$ cat config.mk
export PLATFORM = sky130hd
export DESIGN_NAME = fft_session_controller
export DESIGN_NICKNAME = d
export VERILOG_FILES = /design/src/rtl/fft_session_pkg.sv /design/src/rtl/session_beat_counter.sv /design/src/rtl/fft_session_controller.sv
export SDC_FILE = /design/constraint.sdc
export NUM_CORES = 1
export LEC_CHECK = 0
export BUFFER_PORTS_ARGS = -buffer_cell sky130_fd_sc_hd__buf_4
export CAP_MARGIN = 20
export CORE_MARGIN = 4
export CORE_UTILIZATION = 45
export CTS_CLUSTER_DIAMETER = 40
export DETAILED_ROUTE_END_ITERATION = 10
export PLACE_DENSITY = 0.66
export SLEW_MARGIN = 20
export SYNTH_ARGS = -nofsm -noshare
export SYNTH_HDL_FRONTEND = slang
export SYNTH_SLANG_ARGS = --single-unit
$ cat constraint.sdc
create_clock -name clk -period 5.2 [get_ports clk]
set_input_delay 1.04 -clock clk [delete_from_list [all_inputs] [get_ports clk]]
set_output_delay 1.04 -clock clk [all_outputs]
set_load 0.02 [all_outputs]
$ cat src/rtl/fft_session_pkg.sv
`default_nettype none
// ============================================================================
//  Module      : fft_session_pkg
//  Description : Shared constants and types for the FFT session controller:
//                command opcodes, status codes, crossbar control words, the
//                controller state enum and the status-word packing helper.
//  Revision    : 1.0  initial release
// ============================================================================
package fft_session_pkg;

   // Command opcodes carried in cmd_recv_msg[1:0]
   localparam logic [1:0] OP_NOP    = 2'd0;
   localparam logic [1:0] OP_START  = 2'd1;
   localparam logic [1:0] OP_ABORT  = 2'd2;
   localparam logic [1:0] OP_STATUS = 2'd3;

   // Status codes carried in status_send_msg[15:14]
   localparam logic [1:0] STAT_DONE    = 2'b00;
   localparam logic [1:0] STAT_ABORTED = 2'b01;
   localparam logic [1:0] STAT_TIMEOUT = 2'b10;
   localparam logic [1:0] STAT_QUERY   = 2'b11;

   // Crossbar control words, {input sel, output sel}
   localparam logic [1:0] XBAR_SPI_TO_FFT = 2'b01;
   localparam logic [1:0] XBAR_FFT_TO_SPI = 2'b10;
   localparam logic [1:0] XBAR_LOOPBACK   = 2'b00;

   // Width of each count field inside the status word
   localparam int STATUS_CNT_BITS = 6;

   typedef enum logic [2:0] {
      ST_IDLE    = 3'd0,
      ST_CFG_IN  = 3'd1,
      ST_CFG_OUT = 3'd2,
      ST_LOAD    = 3'd3,
      ST_DRAIN   = 3'd4,
      ST_RST_IN  = 3'd5,
      ST_RST_OUT = 3'd6,
      ST_REPORT  = 3'd7
   } state_e;

   // Status word layout: {code, in_cnt, 2'b00, out_cnt}
   function automatic logic [15:0] pack_status(
      input logic [1:0]                 code,
      input logic [STATUS_CNT_BITS-1:0] in_cnt,
      input logic [STATUS_CNT_BITS-1:0] out_cnt
   );
      return {code, in_cnt, 2'b00, out_cnt};
   endfunction

endpackage : fft_session_pkg
`default_nettype wire

$ cat src/rtl/session_beat_counter.sv
`default_nettype none
// ============================================================================
//  Module      : session_beat_counter
//  Description : Saturating beat counter with an idle watchdog. The watchdog
//                runs only while 'active' is high and restarts on every
//                counted beat.
//  Ports       : clk, reset        - clock, synchronous active-high reset
//                clr               - clear count and watchdog
//                active            - owning phase is in progress
//                inc               - a counted beat fires this cycle
//                cnt               - current beat count (saturates)
//                reach_full        - this cycle's beat brings cnt to N_SAMPLES
//                timeout           - watchdog expired with no beat this cycle
//  Revision    : 1.0  initial release
// ============================================================================
module session_beat_counter #(
   parameter int N_SAMPLES      = 32,
   parameter int CNT_BITS       = 6,
   parameter int TIMEOUT_CYCLES = 4096
) (
   input  logic                clk,
   input  logic                reset,
   input  logic                clr,
   input  logic                active,
   input  logic                inc,
   output logic [CNT_BITS-1:0] cnt,
   output logic                reach_full,
   output logic                timeout
);

   localparam int                WD_BITS  = $clog2(TIMEOUT_CYCLES + 1);
   localparam logic [CNT_BITS-1:0] CNT_MAX  = CNT_BITS'(N_SAMPLES);
   localparam logic [CNT_BITS-1:0] CNT_LAST = CNT_BITS'(N_SAMPLES - 1);
   localparam logic [WD_BITS-1:0]  WD_LAST  = WD_BITS'(TIMEOUT_CYCLES - 1);

   logic [CNT_BITS-1:0] cnt_q, cnt_d;
   logic [WD_BITS-1:0]  wd_q,  wd_d;

   always_comb begin
      cnt_d = cnt_q;
      wd_d  = wd_q;
      if (clr) begin
         cnt_d = '0;
         wd_d  = '0;
      end else begin
         if (inc && (cnt_q != CNT_MAX)) begin
            cnt_d = cnt_q + 1'b1;
         end
         if (active) begin
            if (inc) begin
               wd_d = '0;
            end else if (wd_q != WD_LAST) begin
               // Holds at the last value; the owner leaves the phase on expiry
               wd_d = wd_q + 1'b1;
            end
         end
      end
   end

   always_ff @(posedge clk) begin
      if (reset) begin
         cnt_q <= '0;
         wd_q  <= '0;
      end else begin
         cnt_q <= cnt_d;
         wd_q  <= wd_d;
      end
   end

   assign cnt        = cnt_q;
   assign reach_full = inc && (cnt_q == CNT_LAST);
   assign timeout    = active && !inc && (wd_q == WD_LAST);

endmodule : session_beat_counter
`default_nettype wire

$ cat src/rtl/fft_session_controller.sv
`default_nettype none
// ============================================================================
//  Module      : fft_session_controller
//  Description : Sequences one FFT job: accepts commands, programs the input
//                and output crossbars, counts sample beats in and out,
//                restores both crossbars to SPI loopback and returns a status
//                word. All outputs are registered.
//  Ports       : clk, reset                  - clock, sync active-high reset
//                cmd_recv_msg/val/rdy        - 16-bit command input
//                in_ctrl_msg/val/rdy         - input crossbar control
//                out_ctrl_msg/val/rdy        - output crossbar control
//                in_beat_val/rdy             - observed deserializer beats
//                out_beat_val/rdy            - observed serializer beats
//                status_send_msg/val/rdy     - 16-bit status output
//                busy                        - high outside IDLE
//  Revision    : 1.0  initial release
// ============================================================================
module fft_session_controller
   import fft_session_pkg::*;
#(
   parameter int N_SAMPLES      = 32,
   parameter int CNT_BITS       = 6,
   parameter int TIMEOUT_CYCLES = 4096
) (
   input  logic        clk,
   input  logic        reset,
   input  logic [15:0] cmd_recv_msg,
   input  logic        cmd_recv_val,
   output logic        cmd_recv_rdy,
   output logic [1:0]  in_ctrl_msg,
   output logic        in_ctrl_val,
   input  logic        in_ctrl_rdy,
   output logic [1:0]  out_ctrl_msg,
   output logic        out_ctrl_val,
   input  logic        out_ctrl_rdy,
   input  logic        in_beat_val,
   input  logic        in_beat_rdy,
   input  logic        out_beat_val,
   input  logic        out_beat_rdy,
   output logic [15:0] status_send_msg,
   output logic        status_send_val,
   input  logic        status_send_rdy,
   output logic        busy
);

   state_e      state_q, state_d;
   logic [1:0]  code_q,  code_d;

   logic        cmd_recv_rdy_q,    cmd_recv_rdy_d;
   logic        in_ctrl_val_q,     in_ctrl_val_d;
   logic [1:0]  in_ctrl_msg_q,     in_ctrl_msg_d;
   logic        out_ctrl_val_q,    out_ctrl_val_d;
   logic [1:0]  out_ctrl_msg_q,    out_ctrl_msg_d;
   logic        status_send_val_q, status_send_val_d;
   logic [15:0] status_send_msg_q, status_send_msg_d;
   logic        busy_q,            busy_d;

   logic                cmd_fire;
   logic [1:0]          cmd_op;
   logic                cmd_abort;
   logic                cnt_clr;
   logic                in_active,  out_active;
   logic                in_inc,     out_inc;
   logic                in_full,    out_full;
   logic                in_timeout, out_timeout;
   logic [CNT_BITS-1:0] in_cnt,     out_cnt;
   logic                unused_cmd_bits;

   assign cmd_op          = cmd_recv_msg[1:0];
   assign unused_cmd_bits = ^cmd_recv_msg[15:2];
   assign cmd_fire        = cmd_recv_val && cmd_recv_rdy_q;
   assign cmd_abort       = cmd_fire && (cmd_op == OP_ABORT);

   // Beats are counted only in their own phase; fires elsewhere are ignored
   assign in_active  = (state_q == ST_LOAD);
   assign out_active = (state_q == ST_DRAIN);
   assign in_inc     = in_active  && in_beat_val  && in_beat_rdy;
   assign out_inc    = out_active && out_beat_val && out_beat_rdy;

   session_beat_counter #(
      .N_SAMPLES      (N_SAMPLES),
      .CNT_BITS       (CNT_BITS),
      .TIMEOUT_CYCLES (TIMEOUT_CYCLES)
   ) u_in_counter (
      .clk        (clk),
      .reset      (reset),
      .clr        (cnt_clr),
      .active     (in_active),
      .inc        (in_inc),
      .cnt        (in_cnt),
      .reach_full (in_full),
      .timeout    (in_timeout)
   );

   session_beat_counter #(
      .N_SAMPLES      (N_SAMPLES),
      .CNT_BITS       (CNT_BITS),
      .TIMEOUT_CYCLES (TIMEOUT_CYCLES)
   ) u_out_counter (
      .clk        (clk),
      .reset      (reset),
      .clr        (cnt_clr),
      .active     (out_active),
      .inc        (out_inc),
      .cnt        (out_cnt),
      .reach_full (out_full),
      .timeout    (out_timeout)
   );

   // Next-state logic
   always_comb begin
      state_d = state_q;
      code_d  = code_q;
      cnt_clr = 1'b0;
      case (state_q)
         ST_IDLE: begin
            if (cmd_fire) begin
               if (cmd_op == OP_START) begin
                  cnt_clr = 1'b1;
                  state_d = ST_CFG_IN;
               end else if (cmd_op == OP_STATUS) begin
                  code_d  = STAT_QUERY;
                  state_d = ST_REPORT;
               end
            end
         end
         ST_CFG_IN: begin
            if (in_ctrl_val_q && in_ctrl_rdy) begin
               state_d = ST_CFG_OUT;
            end
         end
         ST_CFG_OUT: begin
            if (out_ctrl_val_q && out_ctrl_rdy) begin
               state_d = ST_LOAD;
            end
         end
         ST_LOAD: begin
            // ABORT outranks completion and timeout; a coincident beat
            // is still counted by the counter instance.
            if (cmd_abort) begin
               code_d  = STAT_ABORTED;
               state_d = ST_RST_IN;
            end else if (in_full) begin
               state_d = ST_DRAIN;
            end else if (in_timeout) begin
               code_d  = STAT_TIMEOUT;
               state_d = ST_RST_IN;
            end
         end
         ST_DRAIN: begin
            if (cmd_abort) begin
               code_d  = STAT_ABORTED;
               state_d = ST_RST_IN;
            end else if (out_full) begin
               code_d  = STAT_DONE;
               state_d = ST_RST_IN;
            end else if (out_timeout) begin
               code_d  = STAT_TIMEOUT;
               state_d = ST_RST_IN;
            end
         end
         ST_RST_IN: begin
            if (in_ctrl_val_q && in_ctrl_rdy) begin
               state_d = ST_RST_OUT;
            end
         end
         ST_RST_OUT: begin
            if (out_ctrl_val_q && out_ctrl_rdy) begin
               state_d = ST_REPORT;
            end
         end
         ST_REPORT: begin
            if (status_send_val_q && status_send_rdy) begin
               state_d = ST_IDLE;
            end
         end
         default: begin
            state_d = ST_IDLE;
         end
      endcase
   end

   // Outputs are decoded from the next state so that they register
   // together with the state and line up with it cycle for cycle.
   always_comb begin
      cmd_recv_rdy_d    = (state_d == ST_IDLE) || (state_d == ST_LOAD) ||
                          (state_d == ST_DRAIN);
      in_ctrl_val_d     = (state_d == ST_CFG_IN)  || (state_d == ST_RST_IN);
      in_ctrl_msg_d     = (state_d == ST_CFG_IN)  ? XBAR_SPI_TO_FFT : XBAR_LOOPBACK;
      out_ctrl_val_d    = (state_d == ST_CFG_OUT) || (state_d == ST_RST_OUT);
      out_ctrl_msg_d    = (state_d == ST_CFG_OUT) ? XBAR_FFT_TO_SPI : XBAR_LOOPBACK;
      busy_d            = (state_d != ST_IDLE);
      status_send_val_d = (state_d == ST_REPORT);
      status_send_msg_d = '0;
      if (state_d == ST_REPORT) begin
         // Capture once on entry, then hold stable until accepted
         if (state_q == ST_REPORT) begin
            status_send_msg_d = status_send_msg_q;
         end else begin
            status_send_msg_d = pack_status(code_d,
                                            STATUS_CNT_BITS'(in_cnt),
                                            STATUS_CNT_BITS'(out_cnt));
         end
      end
   end

   always_ff @(posedge clk) begin
      if (reset) begin
         state_q           <= ST_IDLE;
         code_q            <= STAT_DONE;
         cmd_recv_rdy_q    <= 1'b1;
         in_ctrl_val_q     <= 1'b0;
         in_ctrl_msg_q     <= '0;
         out_ctrl_val_q    <= 1'b0;
         out_ctrl_msg_q    <= '0;
         status_send_val_q <= 1'b0;
         status_send_msg_q <= '0;
         busy_q            <= 1'b0;
      end else begin
         state_q           <= state_d;
         code_q            <= code_d;
         cmd_recv_rdy_q    <= cmd_recv_rdy_d;
         in_ctrl_val_q     <= in_ctrl_val_d;
         in_ctrl_msg_q     <= in_ctrl_msg_d;
         out_ctrl_val_q    <= out_ctrl_val_d;
         out_ctrl_msg_q    <= out_ctrl_msg_d;
         status_send_val_q <= status_send_val_d;
         status_send_msg_q <= status_send_msg_d;
         busy_q            <= busy_d;
      end
   end

   assign cmd_recv_rdy    = cmd_recv_rdy_q;
   assign in_ctrl_val     = in_ctrl_val_q;
   assign in_ctrl_msg     = in_ctrl_msg_q;
   assign out_ctrl_val    = out_ctrl_val_q;
   assign out_ctrl_msg    = out_ctrl_msg_q;
   assign status_send_val = status_send_val_q;
   assign status_send_msg = status_send_msg_q;
   assign busy            = busy_q;

endmodule : fft_session_controller
`default_nettype wire

==> impl_metrics.env, run 1 <==
export IMPL_critPathRequiredTime_ns=5.44
export IMPL_numCtsBuffers=9
export IMPL_clock_latency_ns=0.34
export IMPL_synth_top_area_share_pct=41.3
export IMPL_slew_headroom_pct=44.2
export IMPL_layout_drive_gt1_share_pct=15.0
export IMPL_clockRootBuffer="clkbuf_8"
export IMPL_yosys_register_bits=64
export IMPL_slew_violations=0
export IMPL_cts_buffer_depth=2
export IMPL_syn_instance_count=363
export IMPL_cts_tree="done"
export IMPL_grt_max_degree=23
export IMPL_synth_area_leader_cell="dfxtp_1"
export IMPL_place_congestion=0.858
export IMPL_antenna_left=0
export IMPL_yosys_warnings=0
export IMPL_htreeDepth=3
export IMPL_n_antenna_cell=0
export IMPL_fin_crit_sh_pct=53.6
export IMPL_port_buffers=32
export IMPL_synth_edf_count=0
export IMPL_final_cell_mix="dfxtp_1 (64), nor2_1 (58), buf_4 (33)"
export IMPL_worstPathArrival_ns=3.03
export IMPL_layout_commonest_cell="dfxtp_1"
export IMPL_vdd_drop_max_mv=0.191
export IMPL_tightest_slew_ns=0.834
export IMPL_cts_setup_buffers=0
export IMPL_drt_iter0_drc=175
export IMPL_hold_viol_final=0
export IMPL_ys_top_cells_by_area="dfxtp_1 (41%), nor2_1 (7.0%), mux2i_1 (5.2%), xnor2_1 (4.8%), xor2_1 (4.0%)"
export IMPL_clk_pin_slew_ns=0.07
export IMPL_antenna_found_initial=0
export IMPL_die_y_um=91.0
export IMPL_period_minus_slack_ns=2.79
export IMPL_core_area_sq_um=6760
export IMPL_rows=30
export IMPL_synthFlopType="dfxtp_1"
export IMPL_fin_nets=423
export IMPL_fin_tns_setup_ns=0
export IMPL_finClkSkew_ns=0.0105
export IMPL_via_per_inst=5.58
export IMPL_dp_hpwl_mm=4.80
export IMPL_fmax_mhz=359
export IMPL_cts_sinks=64
export IMPL_hold_class="reg -> reg"
export IMPL_vias=2647
export IMPL_routedWlPerCell_um=14.3
export IMPL_initial_utilization_pct=45.9
export IMPL_track_usage_pct=17.2
export IMPL_first_pass_iters=4
export IMPL_place_area_sq_um=3360
export IMPL_io_pins=51
export IMPL_yosysSeqAreaShare_pct=41.3
export IMPL_num_fill_cells=624
export IMPL_grt_pass1_wl_mm=11.7
export IMPL_worstSetupPathType="reg -> reg"
export IMPL_cts_resized=0
export IMPL_first_global_vias=2484
export IMPL_synthDistinctLibCells=55
export IMPL_wl_mm=6.78
export IMPL_setup_viol=0
export IMPL_die_x_um=91.0
export IMPL_pwr_density_cell_nw_per_um2=377
export IMPL_stdcell_area_sq_um=3560
export IMPL_async_flop_share_pct=0
export IMPL_syn2layout_area_growth_pct=14.6
export IMPL_rsz0062_at_grt="false"
export IMPL_syn_area_per_cell_sq_um=8.55
export IMPL_post_route_drc_count=0
export IMPL_grt_overflow=0
export IMPL_die_area_sq_um=8290
export IMPL_cts_hold_fix_buffers=0
export IMPL_critPathCaptureType="register"
export IMPL_max_cap_violations=0
export IMPL_cp_max_fo=22
export IMPL_crit_path_start_kind="register"
export IMPL_status="completed"
export IMPL_syn_cell_area_sq_um=3100
export IMPL_power_static_leakage_uw=0.00135
path summary, 6_finish.rpt:
path,startpoint,endpoint,slack [ns],cells after the start
setup / recovery,state_q[1]$_SDFF_PP0_,status_send_msg[15]$_SDFFE_PP0P_,2.41,7
hold / removal,u_out_counter.wd_q[12]$_SDFFE_PP0P_,u_out_counter.wd_q[12]$_SDFFE_PP0P_,0.47,2
setup reg to reg,state_q[1]$_SDFF_PP0_,status_send_msg[15]$_SDFFE_PP0P_,2.41,7
hold reg to reg,u_out_counter.wd_q[12]$_SDFFE_PP0P_,u_out_counter.wd_q[12]$_SDFFE_PP0P_,0.47,2
critical path, cell delays in order, from the launching register on:
cell and delay, ns:
dfxtp_1 0.72, nand3_1 0.76, a21oi_1 0.40, a211oi_1 0.10
nand3_1 0.14, o21ai_1 0.08, buf_4 0.21, nor4_1 0.27
routing by layer:
metal	global-route usage (%)	up-vias	share of wire, %
met2	23.8	71	41
met5	0	-	0
met1	24.3	1236	51
li1	-	1326	-
met4	7.54	0	1.7
met3	5.63	14	6.3
cell families (layout without fill, tap and decap cells):
family / Yosys count / count (layout) / synth area share [%]
compound gates: 40 / 40 / 9.36
mux: 16 / 16 / 5.16
xor+xnor: 31 / 31 / 8.75
buf+inv: 33 / 61 / 4.92
other cells: 1 / 4 / 0.121
flops: 64 / 64 / 41.3
fa+ha+maj: 6 / 6 / 2.42
simple gates: 172 / 172 / 28.0
Yosys cell counts, types with 9 or more instances:
library cell and number:
nand4_1 10, inv_1 14, dfxtp_1 64, nor4_1 12
xnor2_1 17, mux2i_1 16, nand2_1 25, a21oi_1 9
nor2_1 58, nor3_1 23, nand3_1 18, xor2_1 14
through the flow:
stage	hold WS, ns	worst slack (ns)	std cells	total power (uW)	utilization [%]
after floorplan	0.430	2.75	366	829	-
after global placement	0.452	2.35	460	917	49.8
after detailed placement	0.457	2.35	460	920	49.8
after CTS	0.467	2.44	474	1340	52.6
after global routing	0.484	2.22	474	1410	52.6
final	0.471	2.41	474	1340	52.6
power by group:
group	internal, uW	leakage, uW	switching (uW)	total (uW)
clock network	241	0.0000973	183	425
logic	123	0.000739	213	336
registers	526	0.000517	53.9	580
flip-flops by register name, indices dropped and copies added (netlist names), 2 cells and up:
register            flops
code_q                  2
state_q                 3
status_send_msg        14
u_in_counter.cnt        6
u_in_counter.wd_q      13
u_out_counter.cnt       6
u_out_counter.wd_q     13
final cells by class:
cell class,instances,area [sq um],area share (%)
Clock inverter,3,42.5,1.20
Timing Repair Buffer,33,248,6.97
Clock buffer,11,151,4.26
Multi-Input combinational cell,269,1680,47.3
Tap cell,80,100,2.81
Inverter,14,52.6,1.48
Sequential cell,64,1280,36.0
(Power assumes the default switching activity.)
==> inputs of run 2 (changes only) <==
--- a/config.mk
+++ b/config.mk
@@ -11,7 +11,7 @@
 export CORE_UTILIZATION = 45
 export CTS_CLUSTER_DIAMETER = 40
 export DETAILED_ROUTE_END_ITERATION = 10
-export PLACE_DENSITY = 0.66
+export PLACE_DENSITY = 0.69
 export SLEW_MARGIN = 20
 export SYNTH_ARGS = -nofsm -noshare
 export SYNTH_HDL_FRONTEND = slang
==> constraint.sdc (replaced) <==
create_clock -name clk -period 2.3 [get_ports clk]
set_input_delay 0.46 -clock clk [delete_from_list [all_inputs] [get_ports clk]]
set_output_delay 0.46 -clock clk [all_outputs]
set_load 0.02 [all_outputs]
==> run 2 against run 1 <==
  * Sequential power increased by 120%
  * Critical path type unchanged
  * Sequential share of layout area decreased by 1.9 points
  * Combinational power increased to 2.6 times the previous value
  * Worst setup slack got worse by 2.3 ns
  * Largest cell class unchanged
  * Flip-flop and latch count unchanged
  * Register-to-register slack got worse by 2.3 ns
==> impl_metrics.env, run 2 (synthesis gave the netlist of run 1 again) <==
export IMPL_status="completed"
export IMPL_syn2layout_area_growth_pct=21.3
export IMPL_n_antenna_cell=0
export IMPL_cp_max_fo=4
export IMPL_ff2ff_path_depth=6
export IMPL_track_usage_pct=17.5
export IMPL_hold_class="in -> reg"
export IMPL_period_minus_slack_ns=2.17
export IMPL_port_buffers=32
export IMPL_die_area_sq_um=8290
export IMPL_antenna_left=0
export IMPL_htreeDepth=3
export IMPL_pwr_density_cell_nw_per_um2=875
export IMPL_crit_end="cmd_recv_rdy$_SDFF_PP1_"
export IMPL_vias=2703
export IMPL_numCtsBuffers=9
export IMPL_cts_setup_buffers=0
export IMPL_vdd_drop_max_mv=0.467
export IMPL_via_per_inst=5.46
export IMPL_post_route_drc_count=0
export IMPL_final_cells=495
export IMPL_grt_overflow=0
export IMPL_timing_hold_ws_ns=0.369
export IMPL_critPathCaptureType="register"
export IMPL_finClkSkew_ns=0.00591
export IMPL_final_cell_mix="dfxtp_1 (63), nor2_1 (58), buf_4 (49)"
export IMPL_hold_start="reset"
export IMPL_cts_resized=0
export IMPL_grt_pass1_wl_mm=11.8
export IMPL_power_static_leakage_uw=0.00147
export IMPL_cts_tree="done"
export IMPL_core_area_sq_um=6760
export IMPL_io_pins=51
export IMPL_die_x_um=91.0
export IMPL_drt_iter0_drc=113
export IMPL_cts_sinks=64
export IMPL_r2r_end="cmd_recv_rdy$_SDFF_PP1_"
export IMPL_die_y_um=91.0
export IMPL_wl_mm=6.88
export IMPL_fin_crit_sh_pct=94.3
export IMPL_largest_reg_flops=14
export IMPL_place_congestion=0.899
export IMPL_fmax_mhz=461
export IMPL_setup_viol=0
export IMPL_critPathRequiredTime_ns=2.55
export IMPL_worstSetupPathType="reg -> reg"
export IMPL_dp_cells=479
export IMPL_fin_nets=442
export IMPL_r2r_start="u_in_counter.wd_q[7]$_SDFFE_PP0P_"
export IMPL_cp_startpoint="u_in_counter.wd_q[7]$_SDFFE_PP0P_"
export IMPL_antenna_found_initial=0
export IMPL_rows=30
export IMPL_crit_path_start_kind="register"
export IMPL_cts_buffer_depth=2
export IMPL_routedWlPerCell_um=13.9
export IMPL_fin_tns_setup_ns=0
export IMPL_total_power_uw=3290
export IMPL_initial_utilization_pct=45.9
export IMPL_r2r_setup_slack_ns=0.13
export IMPL_grt_max_degree=16
export IMPL_clockRootBuffer="clkbuf_8"
export IMPL_clk_pin_slew_ns=0.07
export IMPL_hold_viol_final=0
export IMPL_slew_violations=0
export IMPL_worstPathArrival_ns=2.42
export IMPL_dp_hpwl_mm=5.10
export IMPL_cts_hold_fix_buffers=0
export IMPL_layout_commonest_cell="dfxtp_1"
export IMPL_clock_latency_ns=0.34
export IMPL_first_pass_iters=5
export IMPL_max_cap_violations=0
export IMPL_layout_drive_gt1_share_pct=19.5
export IMPL_first_global_vias=2563
-- run 2: critical path, cell delays in order, from the launching register on --
cell and delay, ns:
dfxtp_1 0.42, nand4_2 0.17, or4_4 0.60, o31ai_4 0.23, o2111ai_2 0.19, o311a_1 0.40, o31ai_1 0.07
-- run 2: final cells by class --
class                           count  area (sq um)
Clock inverter                      6           108
Inverter                           14          52.6
Clock buffer                       10           128
Tap cell                           80           100
Fill cell                         639          2990
Sequential cell                    64          1280
Timing Repair Buffer               52           402
Multi-Input combinational cell    269          1690
-- run 2: per-stage QoR --
step | instance area, sq um | worst slack, ns | utilization [%]
2_1_floorplan | 3110 | 0.287 | -
3_3_place_gp | 3500 | 0.144 | 51.9
3_5_place_dp | 3500 | 0.114 | 51.9
4_1_cts | 3740 | 0.0971 | 55.4
5_1_grt | 3760 | -0.0165 | 55.7
6_report | 3760 | 0.131 | 55.7
-- run 2: how the worst min path moves through the flow --
stage / end / cells after the start
2_1_floorplan: u_out_counter.wd_q[12]$_SDFFE_PP0P_ / 2
3_3_place_gp: u_out_counter.wd_q[12]$_SDFFE_PP0P_ / 2
3_5_place_dp: u_out_counter.wd_q[12]$_SDFFE_PP0P_ / 2
4_1_cts: busy$_SDFF_PP0_ / 2
5_1_grt: busy$_SDFF_PP0_ / 2
6_report: busy$_SDFF_PP0_ / 2
-- run 2: per-layer routing --
layer	vias up	global-route usage, %	routed length [um]
met5	-	0	0
met4	0	9.30	163
met3	12	4.72	431
met2	73	25.3	3030
met1	1250	23.6	3260
li1	1368	-	-
-- run 2: power breakdown --
group / leakage, uW / internal (uW) / switching (uW)
registers: 0.000518 / 1190 / 79.1
logic: 0.000838 / 352 / 525
clock network: 0.000116 / 716 / 429
